<file path="config.mk">
export PLATFORM = sky130hd
export DESIGN_NAME = ifetch_prefetch_queue_flat
export DESIGN_NICKNAME = d
export VERILOG_FILES = /design/src/rtl/ifetch_prefetch_queue_if.sv /design/src/rtl/ifetch_prefetch_queue.sv /design/src/flat_wrapper.sv
export SDC_FILE = /design/constraint.sdc
export NUM_CORES = 1
export LEC_CHECK = 0
export BUFFER_PORTS_ARGS = -buffer_cell sky130_fd_sc_hd__buf_2
export CORE_ASPECT_RATIO = 1.5
export CORE_MARGIN = 2
export CORE_UTILIZATION = 52
export CTS_CLUSTER_DIAMETER = 200
export CTS_CLUSTER_SIZE = 24
export DETAILED_ROUTE_END_ITERATION = 10
export PLACE_DENSITY = 0.88
export RECOVER_POWER = 100
export REMOVE_ABC_BUFFERS = 1
export SLEW_MARGIN = 20
export SYNTH_ARGS = -nofsm -noshare
export SYNTH_HDL_FRONTEND = slang
export SYNTH_SLANG_ARGS = --single-unit
</file>
<file path="constraint.sdc">
create_clock -name clk -period 4.7 [get_ports clk]
set_input_delay 0.47 -clock clk [delete_from_list [all_inputs] [get_ports clk]]
set_output_delay 0.47 -clock clk [all_outputs]
set_load 0.1 [all_outputs]
</file>
<file path="src/rtl/ifetch_prefetch_queue_if.sv">
// ---------------------------------------------------------------------------
// ifetch_prefetch_queue_if
//
// Purpose:
//   Bundles the SRAM-like instruction fetch bus that connects the fetch
//   front end to the instruction memory. Each request is a req/addr_ok
//   handshake. Each response is a single-cycle data_ok pulse carrying rdata.
//   Responses come back in request order.
//
// Signals:
//   req      fetch request (front end -> memory)
//   addr     32-bit fetch address (front end -> memory)
//   addr_ok  request accepted this cycle (memory -> front end)
//   data_ok  in-order response valid (memory -> front end)
//   rdata    32-bit response data (memory -> front end)
//
// Modports:
//   master   the fetch front end
//   slave    the instruction memory
// ---------------------------------------------------------------------------
interface ifetch_prefetch_queue_if;
    logic        req;
    logic [31:0] addr;
    logic        addr_ok;
    logic        data_ok;
    logic [31:0] rdata;

    modport master (
        output req,
        output addr,
        input  addr_ok,
        input  data_ok,
        input  rdata
    );

    modport slave (
        input  req,
        input  addr,
        output addr_ok,
        output data_ok,
        output rdata
    );
endinterface

</file>
<file path="src/rtl/ifetch_prefetch_queue.sv">
// ---------------------------------------------------------------------------
// ifetch_prefetch_queue
//
// Purpose:
//   Instruction-fetch front end with an N-deep prefetch queue. It keeps up
//   to MAX_OUTSTANDING instruction SRAM requests in flight.
//   - It generates sequential fetch PCs.
//   - It applies exception, ertn and branch redirects with fixed priority:
//     exception first, then ertn, then branch.
//   - Responses to requests made before a redirect are dropped through a
//     discard counter.
//   - A misaligned fetch PC does not go to memory. Instead it produces a
//     single address-error entry and then halts fetching until the next
//     redirect.
//
// Parameters:
//   FIFO_DEPTH       prefetch queue entries (power of two, >= 2)
//   MAX_OUTSTANDING  accepted-but-unanswered requests (1..FIFO_DEPTH)
//   RESET_PC         first fetch address after reset
//
// Ports:
//   clk, resetn              clock and asynchronous active-low reset
//   inst_sram                SRAM-like fetch bus (master side)
//   wb_ex, ex_entry          exception redirect and its target
//   ertn_flush, ertn_entry   ertn redirect and its target
//   br_taken, br_target      branch redirect and its target
//   br_stall                 blocks new requests; responses still complete
//   ds_allowin               ID accepts the head entry
//   fs2ds_valid              head entry valid
//   fs2ds_pc                 head PC
//   fs2ds_inst               head instruction (0 for an address-error entry)
//   fs2ds_adef               head is a misaligned-PC fetch exception
// ---------------------------------------------------------------------------
module ifetch_prefetch_queue #(
    parameter int          FIFO_DEPTH      = 4,
    parameter int          MAX_OUTSTANDING = 2,
    parameter logic [31:0] RESET_PC        = 32'h1C00_0000
) (
    input  logic                    clk,
    input  logic                    resetn,
    ifetch_prefetch_queue_if.master inst_sram,
    input  logic                    wb_ex,
    input  logic [31:0]             ex_entry,
    input  logic                    ertn_flush,
    input  logic [31:0]             ertn_entry,
    input  logic                    br_taken,
    input  logic [31:0]             br_target,
    input  logic                    br_stall,
    input  logic                    ds_allowin,
    output logic                    fs2ds_valid,
    output logic [31:0]             fs2ds_pc,
    output logic [31:0]             fs2ds_inst,
    output logic                    fs2ds_adef
);

    localparam int PTRW = $clog2(FIFO_DEPTH);
    localparam int CNTW = PTRW + 1;
    localparam int PPW  = (MAX_OUTSTANDING > 1) ? $clog2(MAX_OUTSTANDING) : 1;

    localparam logic [CNTW-1:0] CNT_ONE   = CNTW'(1);
    localparam logic [CNTW-1:0] MAX_OUT_C = CNTW'(MAX_OUTSTANDING);
    localparam logic [CNTW:0]   DEPTH_C   = (CNTW + 1)'(FIFO_DEPTH);
    localparam logic [PTRW-1:0] PTR_ONE   = PTRW'(1);
    localparam logic [PPW-1:0]  PEND_ONE  = PPW'(1);
    localparam logic [PPW-1:0]  PEND_LAST = PPW'(MAX_OUTSTANDING - 1);

    // Fetch state
    logic [31:0]     r_fetchPc;
    logic            r_halt;
    logic [CNTW-1:0] r_outCnt;
    logic [CNTW-1:0] r_discardCnt;

    // PCs of accepted requests, in issue order, waiting for their responses
    logic [31:0]     r_pendPc [MAX_OUTSTANDING];
    logic [PPW-1:0]  r_pendWr;
    logic [PPW-1:0]  r_pendRd;

    // Prefetch queue storage and bookkeeping
    logic            r_fifoAdef [FIFO_DEPTH];
    logic [31:0]     r_fifoPc   [FIFO_DEPTH];
    logic [31:0]     r_fifoInst [FIFO_DEPTH];
    logic [PTRW-1:0] r_wrPtr;
    logic [PTRW-1:0] r_rdPtr;
    logic [CNTW-1:0] r_fifoCnt;

    logic            w_redirect;
    logic [31:0]     w_target;
    logic            w_aligned;
    logic [CNTW-1:0] w_liveInFlight;
    logic [CNTW:0]   w_creditUse;
    logic            w_canIssue;
    logic            w_req;
    logic            w_accept;
    logic            w_resp;
    logic            w_respPush;
    logic            w_adefPush;
    logic            w_push;
    logic [31:0]     w_pushPc;
    logic [31:0]     w_pushInst;
    logic            w_fifoNotEmpty;
    logic            w_valid;
    logic            w_pop;

    // Redirect detection and the target of the highest-priority source.
    assign w_redirect = wb_ex | ertn_flush | br_taken;
    assign w_target   = wb_ex      ? ex_entry   :
                        ertn_flush ? ertn_entry : br_target;
    assign w_aligned  = (r_fetchPc[1:0] == 2'b00);

    // A new entry may be produced only when the queue still has room for it.
    // The room must also cover every live response that is still on its way.
    // Responses that will be discarded do not use up any room.
    // Because of this check, the queue can never overflow.
    assign w_liveInFlight = r_outCnt - r_discardCnt;
    assign w_creditUse    = {1'b0, w_liveInFlight} + {1'b0, r_fifoCnt};
    assign w_canIssue     = (r_outCnt < MAX_OUT_C) && (w_creditUse < DEPTH_C);

    // Request qualification.
    // resetn is included so that req reads 0 during reset.
    assign w_req    = resetn & w_canIssue & ~br_stall & ~r_halt & ~w_redirect & w_aligned;
    assign w_accept = w_req & inst_sram.addr_ok;

    // A data_ok with nothing outstanding is stale. It is ignored so the
    // counters cannot underflow.
    assign w_resp     = inst_sram.data_ok & (r_outCnt != '0);
    assign w_respPush = w_resp & ~w_redirect & (r_discardCnt == '0);

    // A misaligned PC normally cannot coincide with a live response: the
    // redirect that produced the PC marked every older response for discard.
    // The response is still given precedence as a safeguard.
    assign w_adefPush = w_canIssue & ~w_redirect & ~r_halt & ~w_aligned & ~w_respPush;

    assign w_push     = w_respPush | w_adefPush;
    assign w_pushPc   = w_adefPush ? r_fetchPc : r_pendPc[r_pendRd];
    assign w_pushInst = w_adefPush ? 32'h0 : inst_sram.rdata;

    // During a redirect the head is hidden from ID, so no pop can happen.
    assign w_fifoNotEmpty = (r_fifoCnt != '0);
    assign w_valid        = w_fifoNotEmpty & ~w_redirect;
    assign w_pop          = w_valid & ds_allowin;

    assign inst_sram.req  = w_req;
    assign inst_sram.addr = r_fetchPc;

    assign fs2ds_valid = w_valid;
    assign fs2ds_pc    = w_fifoNotEmpty ? r_fifoPc[r_rdPtr]   : 32'h0;
    assign fs2ds_inst  = w_fifoNotEmpty ? r_fifoInst[r_rdPtr] : 32'h0;
    assign fs2ds_adef  = w_fifoNotEmpty ? r_fifoAdef[r_rdPtr] : 1'b0;

    // Fetch PC and halt flag.
    // - A redirect overrides everything else.
    // - An accepted request advances the PC.
    // - An address-error entry parks fetching until the next redirect.
    always_ff @(posedge clk or negedge resetn) begin
        if (!resetn) begin
            r_fetchPc <= RESET_PC;
            r_halt    <= 1'b0;
        end else if (w_redirect) begin
            r_fetchPc <= w_target;
            r_halt    <= 1'b0;
        end else begin
            if (w_accept) begin
                r_fetchPc <= r_fetchPc + 32'd4;
            end
            if (w_adefPush) begin
                r_halt <= 1'b1;
            end
        end
    end

    // Outstanding and discard counters.
    // On a redirect, every request still unanswered after this cycle becomes
    // stale. A response arriving in the redirect cycle is one of them and
    // is dropped immediately.
    always_ff @(posedge clk or negedge resetn) begin
        if (!resetn) begin
            r_outCnt     <= '0;
            r_discardCnt <= '0;
        end else begin
            case ({w_accept, w_resp})
                2'b10:   r_outCnt <= r_outCnt + CNT_ONE;
                2'b01:   r_outCnt <= r_outCnt - CNT_ONE;
                default: r_outCnt <= r_outCnt;
            endcase

            if (w_redirect) begin
                r_discardCnt <= w_resp ? (r_outCnt - CNT_ONE) : r_outCnt;
            end else if (w_resp && (r_discardCnt != '0)) begin
                r_discardCnt <= r_discardCnt - CNT_ONE;
            end
        end
    end

    // Pending-PC queue pointers.
    // The pointers wrap at MAX_OUTSTANDING, which need not be a power of two.
    // Entries are popped for every response, discarded or not, so the
    // queue stays aligned with the memory's in-order responses.
    always_ff @(posedge clk or negedge resetn) begin
        if (!resetn) begin
            r_pendWr <= '0;
            r_pendRd <= '0;
        end else begin
            if (w_accept) begin
                r_pendWr <= (r_pendWr == PEND_LAST) ? '0 : r_pendWr + PEND_ONE;
            end
            if (w_resp) begin
                r_pendRd <= (r_pendRd == PEND_LAST) ? '0 : r_pendRd + PEND_ONE;
            end
        end
    end

    // Pending-PC storage.
    // It needs no reset: an entry is only read after it has been written.
    always_ff @(posedge clk) begin
        if (w_accept) begin
            r_pendPc[r_pendWr] <= r_fetchPc;
        end
    end

    // Prefetch queue pointers and occupancy.
    // A redirect empties the queue in one cycle. Pushes are already
    // suppressed in that cycle, and the masked valid blocks pops.
    always_ff @(posedge clk or negedge resetn) begin
        if (!resetn) begin
            r_wrPtr   <= '0;
            r_rdPtr   <= '0;
            r_fifoCnt <= '0;
        end else if (w_redirect) begin
            r_wrPtr   <= '0;
            r_rdPtr   <= '0;
            r_fifoCnt <= '0;
        end else begin
            if (w_push) begin
                r_wrPtr <= r_wrPtr + PTR_ONE;
            end
            if (w_pop) begin
                r_rdPtr <= r_rdPtr + PTR_ONE;
            end
            case ({w_push, w_pop})
                2'b10:   r_fifoCnt <= r_fifoCnt + CNT_ONE;
                2'b01:   r_fifoCnt <= r_fifoCnt - CNT_ONE;
                default: r_fifoCnt <= r_fifoCnt;
            endcase
        end
    end

    // Prefetch queue storage.
    // The head is only exposed when the queue is non-empty, so this storage
    // needs no reset.
    always_ff @(posedge clk) begin
        if (w_push) begin
            r_fifoAdef[r_wrPtr] <= w_adefPush;
            r_fifoPc[r_wrPtr]   <= w_pushPc;
            r_fifoInst[r_wrPtr] <= w_pushInst;
        end
    end

endmodule
</file>
<file path="src/flat_wrapper.sv">
// flat-port wrapper written by rule: the top's interface ports become plain ports
module ifetch_prefetch_queue_flat 
#(
    parameter int          FIFO_DEPTH      = 4,
    parameter int          MAX_OUTSTANDING = 2,
    parameter logic [31:0] RESET_PC        = 32'h1C00_0000
)
  (clk, resetn, wb_ex, ex_entry, ertn_flush, ertn_entry, br_taken, br_target, br_stall, ds_allowin, fs2ds_valid, fs2ds_pc, fs2ds_inst, fs2ds_adef, inst_sram_req, inst_sram_addr, inst_sram_addr_ok, inst_sram_data_ok, inst_sram_rdata);
  ifetch_prefetch_queue_if inst_sram_i ();
  input  logic clk;
  input  logic resetn;
  input  logic wb_ex;
  input  logic [31:0] ex_entry;
  input  logic ertn_flush;
  input  logic [31:0] ertn_entry;
  input  logic br_taken;
  input  logic [31:0] br_target;
  input  logic br_stall;
  input  logic ds_allowin;
  output logic fs2ds_valid;
  output logic [31:0] fs2ds_pc;
  output logic [31:0] fs2ds_inst;
  output logic fs2ds_adef;
  output wire logic [$bits(inst_sram_i.req)-1:0] inst_sram_req;
  output wire logic [$bits(inst_sram_i.addr)-1:0] inst_sram_addr;
  input wire logic [$bits(inst_sram_i.addr_ok)-1:0] inst_sram_addr_ok;
  input wire logic [$bits(inst_sram_i.data_ok)-1:0] inst_sram_data_ok;
  input wire logic [$bits(inst_sram_i.rdata)-1:0] inst_sram_rdata;
  assign inst_sram_req = inst_sram_i.req;
  assign inst_sram_addr = inst_sram_i.addr;
  assign inst_sram_i.addr_ok = inst_sram_addr_ok;
  assign inst_sram_i.data_ok = inst_sram_data_ok;
  assign inst_sram_i.rdata = inst_sram_rdata;
  ifetch_prefetch_queue #(.FIFO_DEPTH(FIFO_DEPTH), .MAX_OUTSTANDING(MAX_OUTSTANDING), .RESET_PC(RESET_PC)) u_core (.clk(clk), .resetn(resetn), .inst_sram(inst_sram_i), .wb_ex(wb_ex), .ex_entry(ex_entry), .ertn_flush(ertn_flush), .ertn_entry(ertn_entry), .br_taken(br_taken), .br_target(br_target), .br_stall(br_stall), .ds_allowin(ds_allowin), .fs2ds_valid(fs2ds_valid), .fs2ds_pc(fs2ds_pc), .fs2ds_inst(fs2ds_inst), .fs2ds_adef(fs2ds_adef));
endmodule
</file>
== Yosys cells after proc, flatten, opt, wreduce, memory -nomap -nowiden ==
Memory sizes are Yosys's and may differ from the RTL's.
Cells that the tools add are included.

* Reduce and logical (&&, ||, !) cells: 14
* Magnitude comparators: 2
* Add/subtract/negate cells: 12
* Equality and inequality tests: 4
* Bitwise gates (word level): 23
* Muxes and demuxes: 27

{| class="wikitable"
|+ Operator list
! operator !! count
|-
| 32-bit two-way mux || 8
|-
| 32-bit by 3-bit adder with 32-bit output, second input constant || 1
|-
| 1-bit bitwise AND || 15
|-
| 3-bit two-way mux || 4
|-
| 3-bit case mux with 2 select lines || 2
|-
| 2-bit nonzero test || 6
|-
| 3-bit nonzero test || 4
|-
| 1-bit two-way mux || 9
|-
| 3-bit by 1-bit subtractor with 3-bit output, second input constant || 3
|-
| 2-bit two-way mux || 4
|-
| 3-bit by 1-bit adder with 3-bit output, second input constant || 2
|-
| 1-bit NOT || 5
|-
| 2-bit by 1-bit adder with 2-bit output, second input constant || 2
|-
| 3-bit by 3-bit adder with 4-bit output || 1
|-
| 2-bit by 1-bit equality test with 1-bit output, second input constant || 2
|-
| 2-bit equality test, second input constant || 2
|-
| 4-bit by 3-bit less-than comparator with 1-bit output, second input constant || 1
|-
| 3-bit logical NOT || 1
|-
| 3-bit by 2-bit less-than comparator with 1-bit output, second input constant || 1
|-
| 1-bit bitwise OR || 3
|-
| 3-bit subtractor || 1
|-
| 1-bit adder, second input constant || 2
|-
| 1-bit logical AND || 2
|-
| 2-bit logical NOT || 1
|}

* Memories: 4
* Logic and storage cells: 95
* Input bits: 137
* Register bits: 48
* Output and inout bits: 99
* RAM bits: 324

{| class="wikitable"
|+ Memory list
! name !! words !! bits a word !! read ports !! clocked after Yosys merged registers in !! write ports !! RTL line !! text
|-
| u_core.r_fifoInst || 4 || 32 || 1 || 0 || 1 || ifetch_prefetch_queue.sv:81 || <nowiki>logic [31:0] r_fifoInst [FIFO_DEPTH];</nowiki>
|-
| u_core.r_fifoPc || 4 || 32 || 1 || 0 || 1 || ifetch_prefetch_queue.sv:80 || <nowiki>logic [31:0] r_fifoPc [FIFO_DEPTH];</nowiki>
|-
| u_core.r_pendPc || 2 || 32 || 1 || 0 || 1 || ifetch_prefetch_queue.sv:74 || <nowiki>logic [31:0] r_pendPc [MAX_OUTSTANDING];</nowiki>
|-
| u_core.r_fifoAdef || 4 || 1 || 1 || 0 || 1 || ifetch_prefetch_queue.sv:79 || <nowiki>logic r_fifoAdef [FIFO_DEPTH];</nowiki>
|}

== Depth between registers and ports, before layout ==
* Depth in word-level cells: 12
* Mapped depth: 16
* Mapped depth without buffers: 16

== Least setup slack after synthesis ==
No wires, ideal clock.

* Path kind: register to register
* Start: register u_core.r_outCnt[0]
* End: memory u_core.r_fifoAdef[1] (enable)
* Data required time: 4.270 ns
* Stages on the path, launching flop included: 11
* Setup slack: 0.292 ns
* Period minus slack after synthesis: 4.408 ns
* Data arrival time: 3.978 ns
* Setup time: 0.430 ns
* Path buffers: 0
* Path through: dfrtp_1 > inv_1 > ha_1 > inv_1 > fa_1 > xnor2_1 > ha_1 > nor4_2 > nand4_1 > o21ai_1 > and2_1

* Word-level cells in the longest chain between the ends: 11
* Elaborated cells between the ends (all ways): 17
* Those cells by class: add/sub: 2; order compare: 2; mux: 2; bitwise: 9; reduce/logical: 2

{| class="wikitable"
|+ RTL lines
! item !! RTL line !! text
|-
| start, declared || ifetch_prefetch_queue.sv:70 || <nowiki>logic [CNTW-1:0] r_outCnt;</nowiki>
|-
| start signal, assigned || ifetch_prefetch_queue.sv:181 || <nowiki>2'b10: r_outCnt <= r_outCnt + CNT_ONE;</nowiki>
|-
| start signal, assigned || ifetch_prefetch_queue.sv:182 || <nowiki>2'b01: r_outCnt <= r_outCnt - CNT_ONE;</nowiki>
|-
| start signal, assigned || ifetch_prefetch_queue.sv:183 || <nowiki>default: r_outCnt <= r_outCnt;</nowiki>
|-
| 3-bit subtractor || ifetch_prefetch_queue.sv:114 || <nowiki>assign w_liveInFlight = r_outCnt - r_discardCnt;</nowiki>
|-
| 3-bit by 3-bit adder with 4-bit output || ifetch_prefetch_queue.sv:115 || <nowiki>assign w_creditUse = {1'b0, w_liveInFlight} + {1'b0, r_fifoCnt};</nowiki>
|-
| 4-bit by 3-bit less-than comparator with 1-bit output || ifetch_prefetch_queue.sv:116 || <nowiki>assign w_canIssue = (r_outCnt < MAX_OUT_C) && (w_creditUse < DEPTH_C);</nowiki>
|-
| 1-bit logical AND || ifetch_prefetch_queue.sv:116 ||
|-
| 1-bit bitwise AND (4 in a row) || ifetch_prefetch_queue.sv:131 || <nowiki>assign w_adefPush = w_canIssue & ~w_redirect & ~r_halt & ~w_aligned & ~w_respPush;</nowiki>
|-
| 1-bit bitwise OR * || ifetch_prefetch_queue.sv:133 || <nowiki>assign w_push = w_respPush | w_adefPush;</nowiki>
|-
| 1-bit two-way mux * || ifetch_prefetch_queue.sv:251 || <nowiki>if (w_push) begin</nowiki>
|-
| 1-bit two-way mux (not written as such) * || ifetch_prefetch_queue.sv:252 || <nowiki>r_fifoAdef[r_wrPtr] <= w_adefPush;</nowiki>
|-
| end, declared || ifetch_prefetch_queue.sv:79 ||
|}

Mark *: on every way between the ends. The rest lies on a longest branch, timed or not.

== Final worst setup path ==
* Start: register u_core.r_outCnt[0]
* End: memory u_core.r_fifoPc[1][28] (enable)

* Word-level cells in the longest chain between the ends: 11
* Elaborated cells between the ends (all ways): 17
* Those cells by class: add/sub: 2; order compare: 2; mux: 2; bitwise: 9; reduce/logical: 2

{| class="wikitable"
|+ RTL lines
! item !! RTL line !! text
|-
| 3-bit subtractor || ifetch_prefetch_queue.sv:114 ||
|-
| 3-bit by 3-bit adder with 4-bit output || ifetch_prefetch_queue.sv:115 ||
|-
| 4-bit by 3-bit less-than comparator with 1-bit output || ifetch_prefetch_queue.sv:116 ||
|-
| 1-bit logical AND || ifetch_prefetch_queue.sv:116 ||
|-
| 1-bit bitwise AND (4 in a row) || ifetch_prefetch_queue.sv:131 ||
|-
| 1-bit bitwise OR * || ifetch_prefetch_queue.sv:133 ||
|-
| 1-bit two-way mux * || ifetch_prefetch_queue.sv:251 ||
|-
| 1-bit two-way mux (not written as such) * || ifetch_prefetch_queue.sv:253 || <nowiki>r_fifoPc[r_wrPtr] <= w_pushPc;</nowiki>
|-
| end, declared || ifetch_prefetch_queue.sv:80 ||
|}

Marks and branches as above.

==> results.cfg <==
[outcome]
outcome = complete, but fails checks
violations = max-capacitance violations, max-slew violations

[final_layout]
postLayoutCoreUtil = 0.590
nNetsFinal = 1441
diodes = 0
drive_above_1_share = 0.196
areaGrowthSynthToFinish_pct = 12.4

[sta]
worstMarginPinSlew_ns = 2.73
hold_viol_final = 0
setup_violations = 0
slew_headroom = -0.820
finalWorstSetupSlack_ns = 0.346
fmax_mhz = 230
final.period_utilization = 0.926
finalMaxSlewViolations = 154
period_minus_slack_ns = 4.35
clock-skew-final_ns = 0.0235
rsz0062_at_grt = no

[pwr]
p_leak_nw = 6.18
vdd_drop_max_mv = 0.203
power_density_nw_per_um2 = 386

[floorplan]
num_io_pins = 236
die_h_um = 220
die_w_um = 148
start_util = 0.525
dieArea_um2 = 32700
placementRows = 79
core_um2 = 30900

[logic_synthesis]
ys_seq_area_frac = 0.673
synthesis.area_um2 = 16200
synth-seq-cells = 372
yosysTopAreaCell = edfxtp_1
synth-async-reset-ratio = 0.129
syn_inst = 1075
synth_top_area_frac = 0.599
ys_warn_count = 0
synth_edf_count = 324
syn_avg_cell_area_um2 = 15.1
synth_area_leaders = edfxtp_1 (60%), mux4_2 (9.0%), dfrtp_1 (6.9%)
yosysMostFrequentCell = edfxtp_1
synth.distinct_cells = 65
synth_common_cells = edfxtp_1 (324), nand2_1 (90), and2_1 (72)
synth_flop_cell = edfxtp_1

[cts]
clk_pin_slew_worst_paths_ns = 0.10
post_cts_buffers = 0
clock_latency_ns = 0.52
cts_tree = done
htree_levels = 1
clock_path_buffers = 3
clockRootBuffer = clkbuf_16
cts_resized = 0
cts_hold_buf = 0
cts.sinks = 372
numCtsBuffers = 19

[placement]
port_buffers = 235
place.gp.congestion = 0.909
dp_hpwl_um = 24300
pre_cts_ws_ns = 0.587

[routing]
wl_um = 35900
wl_met3_um = 2050
met1_length_um = 13200
routed_via_density = 5.80
ant_nets = 0
wire_per_inst_um = 21.1
remaining_drc_errors = 0
via_count = 9883
dr.max_layer_used = met4
drt_iter0_markers = 771
detail_route.first_pass.iterations = 5
route.met2.wl_um = 19500

[setup_path]
endpoint_kind = flip-flop
critPathArrivalTime_ns = 4.58
critPathLaunchType = flip-flop
critPathMaxFanout = 32
crit_type = reg -> reg
cp.required_ns = 4.92

[grt]
grt_remaining_overflow = 0
grt_max_degree = 102
grtUsageTotal = 0.221
grt_pass1_wl_um = 55500
grt_pass1_vias = 9883
antenna_found_initial = 0

[hold_path]
hold_path.class = in -> reg

[run]
maxCapViolCount = 3
per-stage QoR:
stage / hold slack, ns / cell area (um^2) / setup TNS [ns] / power [W] / instances
after floorplan: 0.174 / 16000 / -647.37 / 0.00499 / 1016
after detailed placement: 0.497 / 17900 / 0 / 0.00538 / 1671
after global routing: 0.175 / 18300 / 0 / 0.00732 / 1704
after global placement: 0.488 / 17900 / 0 / 0.00531 / 1671
final: 0.165 / 18300 / 0 / 0.00704 / 1704
after CTS: 0.0801 / 18400 / 0 / 0.00709 / 1704
critical path, stage by stage (launching register included):
cell and delay, ns:
dfrtp_1 0.42, inv_1 0.14, ha_1 0.19, inv_1 0.06
fa_1 0.38, xnor2_1 0.21, ha_1 0.27, nor4_2 0.36
nand4_1 0.28, o21ai_1 0.54, and2_2 0.85, buf_4 0.34
power breakdown:
part / switching [W] / internal [W]
Sequential: 0.000229 / 0.00384
Clock: 0.000957 / 0.000776
Combinational: 0.000820 / 0.000416
Total: 0.00201 / 0.00504
final timing paths:
kind | start | to | slack, ns | cells after the start
worst max register to register | u_core.r_outCnt[0] | u_core.r_fifoPc[1][28] | 0.35 | 11
min in group asynchronous | resetn | u_core.inst_sram.addr[3] | 0.94 | 2
worst max-delay path | u_core.r_outCnt[0] | u_core.r_fifoPc[1][28] | 0.35 | 11
worst min register to register | u_core.r_pendWr | u_core.r_pendWr | 0.52 | 1
max in group asynchronous | resetn | u_core.r_rdPtr[0] | 1.83 | 2
worst min-delay path | ex_entry[2] | u_core.inst_sram.addr[2] | 0.17 | 3
state kept, by name (all words and copies together), names as in the netlist:
register	count
u_core.inst_sram.addr	32
u_core.r_discardCnt	3
u_core.r_fifoAdef	4
u_core.r_fifoCnt	3
u_core.r_fifoInst	128
u_core.r_fifoPc	128
u_core.r_halt	1
u_core.r_outCnt	3
u_core.r_pendPc	64
u_core.r_pendRd	1
u_core.r_pendWr	1
u_core.r_rdPtr	2
u_core.r_wrPtr	2
placed cells by master (no fill, tap or decap), types with 4 or more instances in the layout:
| master | n |
|---|---|
| a21oi_1 | 28 |
| a221o_1 | 4 |
| a22o_1 | 6 |
| a22oi_1 | 9 |
| and2_1 | 68 |
| and3_1 | 8 |
| buf_12 | 5 |
| buf_2 | 134 |
| buf_4 | 4 |
| clkbuf_1 | 110 |
| clkbuf_16 | 19 |
| clkbuf_2 | 9 |
| dfrtp_1 | 42 |
| edfxtp_1 | 324 |
| ha_1 | 15 |
| inv_1 | 19 |
| mux2i_1 | 37 |
| mux4_2 | 65 |
| nand2_1 | 90 |
| nand2b_1 | 4 |
| nand3_1 | 20 |
| nand4_1 | 10 |
| nor2_1 | 39 |
| nor2b_1 | 42 |
| nor3_1 | 8 |
| nor3b_1 | 6 |
| nor4_1 | 5 |
| o21ai_0 | 65 |
| o22ai_1 | 12 |
| o31ai_1 | 10 |
| xnor2_1 | 10 |
| xor2_1 | 7 |
area by class of cell:
type,instances,area (um^2)
fillers,2307,12700
well taps,405,507
clock inverters,1,16.3
clock buffers,32,524
inverters,20,75.1
multi-input cells,624,4980
flip-flops and latches,372,10900
repair buffers,250,1210
layer usage:
metal  global-route usage  vias up
met5                    0        -
met2                0.411      421
met3               0.0235       71
met1                0.267     4865
met4               0.0784        0
li1                     -     4526
logic make-up after synthesis:
family,after synthesis,synth area share
fa+ha+maj,17,0.0140
buf+inv,79,0.0203
xor+xnor,17,0.00917
mux,102,0.113
compound gates,166,0.0642
flops,372,0.673
simple gates,322,0.106
Note: power is estimated with default switching activity, not from simulation.
